`src/rtl/keypad_pkg.sv`:
```
// Shared types and constants for the keypad scanner.
//   state_e : debounce FSM states
//   pass_e  : classification of one full four-column scan pass
//   KeyMap  : hex code for each key, indexed [row][col]
//   first_low: index of the lowest set bit in a row-hit vector
package keypad_pkg;

  typedef enum logic [1:0] {
    StIdle,
    StDebounce,
    StPressed,
    StRelease
  } state_e;

  typedef enum logic [1:0] {
    PassNone,
    PassSingle,
    PassMulti
  } pass_e;

  // Row 3 carries '*' as E and '#' as F so the codes match the display's hex space.
  localparam logic [3:0] KeyMap [4][4] = '{
    '{4'h1, 4'h2, 4'h3, 4'hA},
    '{4'h4, 4'h5, 4'h6, 4'hB},
    '{4'h7, 4'h8, 4'h9, 4'hC},
    '{4'hE, 4'h0, 4'hF, 4'hD}
  };

  // Lowest-index set bit; descending loop so the lowest row wins.
  function automatic logic [1:0] first_low(input logic [3:0] hits);
    first_low = 2'd0;
    for (int i = 3; i >= 0; i--) begin
      if (hits[i]) first_low = 2'(i);
    end
  endfunction

endpackage

```
`src/rtl/keypad_scanner_if.sv`:
```
// Keypad-side and lock-controller-side signals of the keypad scanner.
//   row       : keypad rows, active-low, asynchronous
//   col       : keypad columns, active-low one-cold
//   key_code  : hex code of the last accepted key
//   key_valid : one-cycle pulse per accepted press
//   key_held  : high while the accepted key is considered pressed
// master = scanner side, slave = keypad/consumer side.
interface keypad_scanner_if;
  logic [3:0] row;
  logic [3:0] col;
  logic [3:0] key_code;
  logic       key_valid;
  logic       key_held;

  modport master (
    input  row,
    output col,
    output key_code,
    output key_valid,
    output key_held
  );

  modport slave (
    output row,
    input  col,
    input  key_code,
    input  key_valid,
    input  key_held
  );
endinterface

```
`src/rtl/scan_tick_gen.sv`:
```
// Free-running divider: tick is high for one clk whenever the count reaches TICKDIV-1.
//   clk   : system clock
//   reset : asynchronous active-low reset (count restarts at 0)
//   tick  : one-cycle strobe every TICKDIV clks
module scan_tick_gen #(
  parameter int unsigned TICKDIV = 4
) (
  input  logic clk,
  input  logic reset,
  output logic tick
);

  localparam int unsigned CntW = (TICKDIV > 1) ? $clog2(TICKDIV) : 1;
  localparam logic [CntW-1:0] CntMax = CntW'(TICKDIV - 1);

  logic [CntW-1:0] cnt_q, cnt_d;

  always_comb begin
    tick  = (cnt_q == CntMax);
    cnt_d = tick ? '0 : cnt_q + CntW'(1);
  end

  always_ff @(posedge clk or negedge reset) begin
    if (!reset) begin
      cnt_q <= '0;
    end else begin
      cnt_q <= cnt_d;
    end
  end

endmodule

```
`src/rtl/keypad_scanner.sv`:
```
// 4x4 matrix keypad scanner with debounce and hex encoding.
// Drives one column low per tick, samples synchronized rows, classifies each
// four-column pass as none/single/multi and debounces presses and releases
// over STABLESCANS consecutive passes.
//   clk   : system clock
//   reset : asynchronous active-low reset
//   kif   : row in, col / key_code / key_valid / key_held out
// TICKDIV = CLKFREQ/SCANFREQ must be >= 4; STABLESCANS must be >= 1.
module keypad_scanner
  import keypad_pkg::*;
#(
  parameter int unsigned CLKFREQ     = 100_000_000,
  parameter int unsigned SCANFREQ    = 1000,
  parameter int unsigned STABLESCANS = 4
) (
  input  logic              clk,
  input  logic              reset,
  keypad_scanner_if.master  kif
);

  localparam int unsigned TickDiv = CLKFREQ / SCANFREQ;
  localparam int unsigned CntW    = $clog2(STABLESCANS + 1);
  localparam logic [CntW-1:0] StableCnt = CntW'(STABLESCANS);

  logic tick;

  scan_tick_gen #(
    .TICKDIV (TickDiv)
  ) u_tick (
    .clk   (clk),
    .reset (reset),
    .tick  (tick)
  );

  // Row synchronizer; idles high to match the external pull-ups.
  logic [3:0] row_meta_q, rs_q;

  always_ff @(posedge clk or negedge reset) begin
    if (!reset) begin
      row_meta_q <= 4'hF;
      rs_q       <= 4'hF;
    end else begin
      row_meta_q <= kif.row;
      rs_q       <= row_meta_q;
    end
  end

  // Column scan and per-pass accumulation.
  logic [1:0] col_idx_q, col_idx_d;
  logic [1:0] hits_q, hits_d;
  logic [1:0] first_row_q, first_row_d;
  logic [1:0] first_col_q, first_col_d;

  logic [3:0] low;
  logic [2:0] n_low, hit_sum;
  logic [1:0] prev_hits;
  logic       pass_end;
  pass_e      pass_res;
  logic [3:0] pass_key;

  always_comb begin
    low       = ~rs_q;
    n_low     = {2'b0, low[0]} + {2'b0, low[1]} + {2'b0, low[2]} + {2'b0, low[3]};
    // Column 0 starts a fresh pass.
    prev_hits = (col_idx_q == 2'd0) ? 2'd0 : hits_q;
    hit_sum   = {1'b0, prev_hits} + n_low;
    hits_d    = (hit_sum >= 3'd2) ? 2'd2 : hit_sum[1:0];

    first_row_d = first_row_q;
    first_col_d = first_col_q;
    if (prev_hits == 2'd0 && low != 4'h0) begin
      first_row_d = first_low(low);
      first_col_d = col_idx_q;
    end

    col_idx_d = col_idx_q + 2'd1;
    pass_end  = tick && (col_idx_q == 2'd3);

    unique case (hits_d)
      2'd0:    pass_res = PassNone;
      2'd1:    pass_res = PassSingle;
      default: pass_res = PassMulti;
    endcase
    pass_key = KeyMap[first_row_d][first_col_d];

    kif.col = ~(4'b0001 << col_idx_q);
  end

  always_ff @(posedge clk or negedge reset) begin
    if (!reset) begin
      col_idx_q   <= 2'd0;
      hits_q      <= 2'd0;
      first_row_q <= 2'd0;
      first_col_q <= 2'd0;
    end else if (tick) begin
      col_idx_q   <= col_idx_d;
      hits_q      <= hits_d;
      first_row_q <= first_row_d;
      first_col_q <= first_col_d;
    end
  end

  // Debounce FSM, evaluated only at the end of a pass.
  state_e          state_q, state_d;
  logic [CntW-1:0] cnt_q, cnt_d, cnt_inc;
  logic [3:0]      cand_q, cand_d;
  logic [3:0]      key_code_q, key_code_d;
  logic            key_valid_q, key_valid_d;
  logic            key_held_q, key_held_d;
  logic            accept;

  always_comb begin
    state_d     = state_q;
    cnt_d       = cnt_q;
    cand_d      = cand_q;
    key_code_d  = key_code_q;
    key_valid_d = 1'b0;
    key_held_d  = key_held_q;
    accept      = 1'b0;
    cnt_inc     = cnt_q + CntW'(1);

    if (pass_end) begin
      case (state_q)
        StIdle: begin
          if (pass_res == PassSingle) begin
            cand_d = pass_key;
            cnt_d  = CntW'(1);
            if (STABLESCANS == 1) accept = 1'b1;
            else                  state_d = StDebounce;
          end
        end
        StDebounce: begin
          if (pass_res == PassSingle && pass_key == cand_q) begin
            if (cnt_inc == StableCnt) accept = 1'b1;
            else                      cnt_d  = cnt_inc;
          end else begin
            state_d = StIdle;
            cnt_d   = '0;
          end
        end
        StPressed: begin
          // Rollover and extra keys are ignored; only an empty pass starts a release.
          if (pass_res == PassNone) begin
            if (STABLESCANS == 1) begin
              state_d    = StIdle;
              cnt_d      = '0;
              key_held_d = 1'b0;
            end else begin
              state_d = StRelease;
              cnt_d   = CntW'(1);
            end
          end
        end
        StRelease: begin
          if (pass_res == PassNone) begin
            if (cnt_inc == StableCnt) begin
              state_d    = StIdle;
              cnt_d      = '0;
              key_held_d = 1'b0;
            end else begin
              cnt_d = cnt_inc;
            end
          end else begin
            state_d = StPressed;
            cnt_d   = '0;
          end
        end
        default: begin
          state_d = StIdle;
          cnt_d   = '0;
        end
      endcase
    end

    if (accept) begin
      state_d     = StPressed;
      cnt_d       = '0;
      key_code_d  = pass_key;
      key_valid_d = 1'b1;
      key_held_d  = 1'b1;
    end

    kif.key_code  = key_code_q;
    kif.key_valid = key_valid_q;
    kif.key_held  = key_held_q;
  end

  always_ff @(posedge clk or negedge reset) begin
    if (!reset) begin
      state_q     <= StIdle;
      cnt_q       <= '0;
      cand_q      <= 4'h0;
      key_code_q  <= 4'h0;
      key_valid_q <= 1'b0;
      key_held_q  <= 1'b0;
    end else begin
      state_q     <= state_d;
      cnt_q       <= cnt_d;
      cand_q      <= cand_d;
      key_code_q  <= key_code_d;
      key_valid_q <= key_valid_d;
      key_held_q  <= key_held_d;
    end
  end

endmodule

```
`src/flat_wrapper.sv`:
```
// flat-port wrapper written by rule: the top's interface ports become plain ports
module keypad_scanner_flat import keypad_pkg::*;
#(
  parameter int unsigned CLKFREQ     = 100_000_000,
  parameter int unsigned SCANFREQ    = 1000,
  parameter int unsigned STABLESCANS = 4
)
  (clk, reset, kif_row, kif_col, kif_key_code, kif_key_valid, kif_key_held);
  keypad_scanner_if kif_i ();
  input  logic clk;
  input  logic reset;
  input wire logic [$bits(kif_i.row)-1:0] kif_row;
  output wire logic [$bits(kif_i.col)-1:0] kif_col;
  output wire logic [$bits(kif_i.key_code)-1:0] kif_key_code;
  output wire logic [$bits(kif_i.key_valid)-1:0] kif_key_valid;
  output wire logic [$bits(kif_i.key_held)-1:0] kif_key_held;
  assign kif_i.row = kif_row;
  assign kif_col = kif_i.col;
  assign kif_key_code = kif_i.key_code;
  assign kif_key_valid = kif_i.key_valid;
  assign kif_key_held = kif_i.key_held;
  keypad_scanner #(.CLKFREQ(CLKFREQ), .SCANFREQ(SCANFREQ), .STABLESCANS(STABLESCANS)) u_core (.clk(clk), .reset(reset), .kif(kif_i));
endmodule
```
`config.mk`:
```
export PLATFORM = sky130hd
export DESIGN_NAME = keypad_scanner_flat
export DESIGN_NICKNAME = d
export VERILOG_FILES = /design/src/rtl/keypad_pkg.sv /design/src/rtl/keypad_scanner_if.sv /design/src/rtl/scan_tick_gen.sv /design/src/rtl/keypad_scanner.sv /design/src/flat_wrapper.sv
export SDC_FILE = /design/constraint.sdc
export NUM_CORES = 1
export LEC_CHECK = 0
export CAP_MARGIN = 5
export CORE_ASPECT_RATIO = 0.6
export CORE_MARGIN = 2
export CORE_UTILIZATION = 35
export DETAILED_ROUTE_END_ITERATION = 10
export PLACE_DENSITY = 0.51
export SLEW_MARGIN = 25
export SYNTH_ARGS = -nofsm -noshare
export SYNTH_HDL_FRONTEND = slang
export SYNTH_HIERARCHICAL = 1
export SYNTH_SLANG_ARGS = --single-unit
```
`constraint.sdc`:
```
create_clock -name clk -period 4.82 [get_ports clk]
set_clock_uncertainty 0.1 [all_clocks]
set_input_delay 0.482 -clock clk [delete_from_list [all_inputs] [get_ports clk]]
set_output_delay 0.482 -clock clk [all_outputs]
set_load 0.05 [all_outputs]
```
* Word-level counts from Yosys, hierarchy flattened *
Cells that the tools add are included.
W data, S select, Z words.

storage, ports and cells
  register bits = 48
  latch bits = 0
  bits in writable memories = 0
  memory bits (read-only) = 0
  input bits = 6
  output and inout port bits = 10
  word-level logic and storage cells = 102
  memories = 0

operators by class
  $add $sub $neg = 7
  multipliers = 0
  divide/modulo/power cells = 0
  order comparisons = 3
  eq/ne operators = 14
  shift-type cells = 1
  multiplexer cells = 43
  bitwise gates (word level) = 4
  reductions and logical operators = 17

operator list
  kind                     count
  $bmux W16 S2             1
  $mux W16                 2
  $mux W2                  15
  $mux W3                  8
  $add A17 B1 Y17 const B  1
  $eq A17 B17 Y1 const B   1
  $mux W17                 1
  $pmux W3 S4              1
  $logic_not A2 Y1         5
  $mux W1                  10
  $bmux W4 S2              1
  $mux W4                  2
  $not A4 Y4               2
  $pmux W2 S4              1
  $reduce_and A4 Y1        2
  $reduce_bool A2 Y1       4
  $add A3 B1 Y3            2
  $eq A2 B1 Y1 const B     3
  $eq A2 B2 Y1 const B     3
  $ge A3 B3 Y1 const B     2
  $ne A3 B1 Y1 const B     2
  $not A2 Y3               2
  $reduce_and A5 Y1        1
  $eq A4 B4 Y1             1
  other kinds (14)         16

* Logic depth before layout (Yosys ltp) *
  depth after elaboration = 20
  gate-level depth with buffers = 13
  mapped depth without buffers = 12

* Cells and area by module *
The synthesis kept the hierarchy.

by module, submodules not included
  module          times used  cells each  area each (µm²)  sequential area each (µm²)
  keypad_scanner  1           205         1930.6           785.8
  scan_tick_gen   1           74          793.3            425.4

* Worst setup path before layout *
Ideal clock, no wire load.

  path type = flip-flop to flip-flop
  start = register u_core.rs_q[0]
  end = register u_core.key_code_q[0] (netlist: u_core/kif.key_code[0])
  setup time = 0.125 ns
  arrival = 3.503 ns
  path slack = 1.092 ns
  cell stages (with the launch flop) = 12
  path buffers = 0
  clock period less this slack = 3.728 ns
  path through = dfstp_2 -> inv_1 -> fa_1 -> fa_1 -> fa_1 -> nor2_1 -> nand2_1 -> nor2_1 -> nand3_1 -> or4_4 -> nor2_8 -> mux2_4

on the way
  word-level cells in the longest chain between the ends = 16

ends and longest elaborated chain
  element                                                                 RTL line               text
  start: declaration                                                      keypad_scanner.sv:36   logic [3:0] row_meta_q, rs_q;
  start signal: assignment                                                keypad_scanner.sv:44   rs_q <= row_meta_q;
  $not A4 Y4 *                                                            keypad_scanner.sv:62   low = ~rs_q;
  parallel branches: the longest is 15 deep, another holds $add A3 B1 Y3  --
  end signal: assignment                                                  keypad_scanner.sv:200  key_code_q <= key_code_d;
  end: declaration                                                        keypad_scanner.sv:107  logic [3:0] key_code_q, key_code_d;

Mark *: on every way between the ends. The select of a mux whose other input is x is not followed.
A chain may end at the register's enable or synchronous reset.

* Worst setup path after layout *
  start = register u_core.rs_q[0]
  end = register u_core.key_code_q[3] (netlist: u_core/kif.key_code[3])

The elaborated chain is that of the path after synthesis.

==> metrics.md <==
| Metric | Value |
|---|---|
| CP required | `4.89 ns` |
| Die Y | `72.3 um` |
| GRT busiest layer | `met1` |
| FF-to-FF path depth | `11` |
| First-pass GRT wire length | `10000 um` |
| Cell mode on critical path | `fa_1` |
| Footprint of the multi-input gates | `around 1400 um2` |
| Int Pwr | `0.000670 W` |
| Worst slew margin relative to its limit | `0.577` |
| Routed WL per cell | `14.8 um` |
| Final core occ | `0.426` |
| Vias/cell | `5.10` |
| Slew @ Worst Pin | `0.634 ns` |
| Number of instances in the placed design | `391` |
| Met1 Resource Use GR | `0.242` |
| CTS tree | `done` |
| Final wirelength | `5910 um` |
| Root Driver | `clkbuf_16` |
| Yosys top cell by area | `dfrtp_1` |
| Combinational share of power | `0.057` |
| Crit Path Max Fanout | `8` |
| Setup crit start kind | `flip-flop` |
| Post-CTS resize count | `0` |
| Routability cong. | `0.793` |
| Yosys cell types | `55` |
| Cells after synthesis | `279` |
| Clock slew at reported path FFs | `about 0.07 ns` |
| R2R Setup Slk | `0.83 ns` |
| Worst path slowest cell | `or4_4` |
| Synth Cell Area | `roughly 2700 um2` |
| Num Clock Sinks | `48` |
| Share of layout cells above drive strength 1 | `0.129` |
| Setup Buffers After CTS | `0` |
| Max Cap Violations | `0` |
| PnR worst setup slack | `0.830 ns` |
| Area of the core | `7390 um2` |
| # IOs | `16` |
| Clock Latency Late Sink | `just under 0.3 ns` |
| Max Root-Sink Buffers | `2` |
| Worst EP arrival | `~4.1 ns` |
| Post-synth top flop | `dfrtp_1` |
| Final non-filler cell total | `between 300 and 400` |
| Drt initial violations | `between 150 and 200` |
| Hold Crit Class | `input port to asynchronous set/reset pin` |
| Final Cycle Share | `0.828` |
| Period minus WS final | `roughly 4 ns` |
| Critical-path cell list | `inv_1 > fa_1 > fa_1 > fa_1 > nor2_1 > nand2_1 > nor2_1 > nand3_1 > or4_4 > nor2_8 > mux2_4` |
| Number of diodes | `0` |
| Clock power share | `0.465` |
| Dpl ws | `about 0.84 ns` |
| Worst r2r dst | `u_core/kif.key_code[3]` |
| GR Util met2 | `0.194` |
| Sw Ratio | `0.221` |
| Setup CP Type | `flip-flop to flip-flop` |
| Status | `finished, final reports clean` |
| RSZ-0062 raised after global routing | `no` |
| Final Setup Violations | `0` |
| CTS Buf Count | `5` |
| Synth Register Bits | `48` |
| Die X | `118 um` |
| Nets | `311` |
| # hold bufs at CTS | `0` |
| Ys Warns | `6` |
| Via Count | `2033` |
| Sequential share of the synthesized area | `0.445` |
| Tot GR Track Use | `0.149` |
| Post-Route Setup TNS | `0 ns` |
| Seq pwr share | `0.479` |
| Leakage | `1.36 nW` |
| Pin count of the biggest net entering global routing | `49` |
| Initial Util | `0.369` |
| Area delta synth->final | `15.5%` |
| Pwr Total | `0.000860 W` |
| Pwr/cell area | `273 nW/um2` |
| Async S/R FF share, synth | `1.00` |
| Remaining antenna violation count | `0` |
| Drt pass-1 iters | `4` |
| Total grt overflow | `0` |
| Vias in the first global route | `between 1500 and 2000` |
| Htree depth | `2` |
| Slew Limit Fails | `0` |
| Fill count | `727` |
| Reg area | `1210 um2` |
| Syn nets | `296` |
| DRC | `0` |
| Die ar. | `roughly 8500 um2` |
| EDFF count, synth | `0` |
| # rows | `24` |
| Max Clock Freq | `251 MHz` |
| DP HPWL | `4230 um` |
| Worst reg2reg startpoint | `u_core/rs_q[0]` |
| Synth top area share | `0.367` |
| Ranking of synthesized cells by area | `dfrtp_1 (37%), dfstp_2 (7.7%), nand2_1 (3.9%)` |
| Met3 usage | `0.0369` |
| Initial antenna violation count | `0` |
| Worst Setup End Kind | `flip-flop` |
| Maximum vdd ir drop | `0.132 mV` |
| Slowest stage delay, CP | `0.62 ns` |
| Switching Power | `around 0.00019 W` |
| Final Hold Fails | `0` |
| I/O Buffers | `15` |
| Avg Inst Size Synth | `between 9 and 10 um2` |
metrics by stage:
stage | instance area, um2 | hold WS, ns
5_1_grt | 3150 | 0.254
2_1_floorplan | 2720 | 0.0864
4_1_cts | 3150 | 0.212
6_report | 3150 | 0.189
3_5_place_dp | 2980 | 0.248
3_3_place_gp | 2980 | 0.247
worst max-delay path by stage:
stage | start | end | cells after the start
after floorplan | u_core/rs_q[0] | u_core/kif.key_code[0] | 11
after global placement | u_core/rs_q[0] | u_core/kif.key_code[3] | 11
after detailed placement | u_core/rs_q[0] | u_core/kif.key_code[3] | 11
after CTS | u_core/rs_q[0] | u_core/kif.key_code[3] | 11
after global routing | u_core/col_idx_q[0] | u_core/kif.key_code[2] | 12
final | u_core/rs_q[0] | u_core/kif.key_code[3] | 11
cells by family (layout without fill, tap and decap cells):
family	after synthesis	after routing	share of synthesized area
DFF	48	48	0.445
buffers and inverters	24	40	0.0335
and+or+nand+nor	113	113	0.231
adders and majority gates	11	11	0.0588
muxes	8	8	0.0377
xor gates and xnor gates	19	19	0.0611
AOI/OAI and AO/OA	56	56	0.133
power by group through the flow:
| stage | Combinational [W] | Clock (W) | Sequential, W |
|---|---|---|---|
| 2_1_floorplan | 0.0000284 | 0 | 0.000418 |
| 3_3_place_gp | 0.0000489 | 0 | 0.000419 |
| 3_5_place_dp | 0.0000486 | 0 | 0.000419 |
| 4_1_cts | 0.0000490 | 0.000413 | 0.000412 |
| 5_1_grt | 0.0000557 | 0.000430 | 0.000412 |
| 6_report | 0.0000487 | 0.000400 | 0.000412 |
cells in the final DEF (no fill, tap or decap), types with 2 or more instances in the layout:
cell type	Yosys	layout
o211ai_1	5	5
clkdlybuf4s50_1	0	14
nand2b_1	2	2
nor2b_1	6	6
mux2_4	4	4
or4_4	2	2
o21ai_0	17	17
nand2_1	28	28
nor3b_1	2	2
inv_1	15	15
dfstp_2	8	8
or4_1	4	4
or3_1	2	2
clkbuf_16	0	5
nand4_1	7	7
fa_1	3	3
and4_1	4	4
a21oi_1	11	11
nor2_1	26	26
buf_4	0	2
nor4_1	4	4
a211oi_1	2	2
o21ai_1	5	5
o31ai_1	2	2
or2_2	2	2
o22a_1	2	2
mux2_2	2	2
nand3_1	8	8
ha_1	8	8
xor2_1	9	9
mux2i_1	2	2
dfrtp_1	40	40
xnor2_1	10	10
nor3_1	5	5
nand4b_1	2	2
synthesized netlist by cell type, types with 2 or more instances:
cell,number
a211oi_1,2
a21oi_1,11
and4_1,4
clkbuf_1,8
dfrtp_1,40
dfstp_2,8
fa_1,3
ha_1,8
inv_1,15
mux2_2,2
mux2_4,4
mux2i_1,2
nand2_1,28
nand2b_1,2
nand3_1,8
nand4_1,7
nand4b_1,2
nor2_1,26
nor2b_1,6
nor3_1,5
nor3b_1,2
nor4_1,4
o211ai_1,5
o21ai_0,17
o21ai_1,5
o22a_1,2
o31ai_1,2
or2_2,2
or3_1,2
or4_1,4
or4_4,2
xnor2_1,10
xor2_1,9
sequential cells by signal, summed over array words and instances, names as in the netlist:
| register | cells |
|---|---|
| u_core/u_tick/cnt_q | 17 |
| u_core/kif.key_valid | 1 |
| u_core/state_q | 2 |
| u_core/kif.key_held | 1 |
| u_core/hits_q | 2 |
| u_core/row_meta_q | 4 |
| u_core/cand_q | 4 |
| u_core/first_col_q | 2 |
| u_core/first_row_q | 2 |
| u_core/rs_q | 4 |
| u_core/kif.key_code | 4 |
| u_core/col_idx_q | 2 |
| u_core/cnt_q | 3 |
metal layers:
metal | share of wire | vias up
met5 | 0 | -
met4 | 0.0068 | 0
met3 | 0.038 | 5
met2 | 0.37 | 37
met1 | 0.58 | 965
li1 | - | 1026
worst max-delay path: cells and delay by family (launching register included):
| family | cells | cell delay [ns] |
|---|---|---|
| AND/OR/NAND/NOR | 6 | 1.46 |
| adder cells (fa/ha/maj) | 3 | 1.32 |
| flip-flops | 1 | 0.59 |
| multiplexers | 1 | 0.31 |
| buffers and inverters | 1 | 0.08 |
cell type report:
type / instances / area share
multi-input combinational: 207 / 0.452
tap: 104 / 0.0414
sequential: 48 / 0.385
clock inverter: 3 / 0.0135
clock buffer: 5 / 0.0398
timing repair buffer: 17 / 0.0509
inverter: 15 / 0.0179
Power figures use the tool's default switching activity.
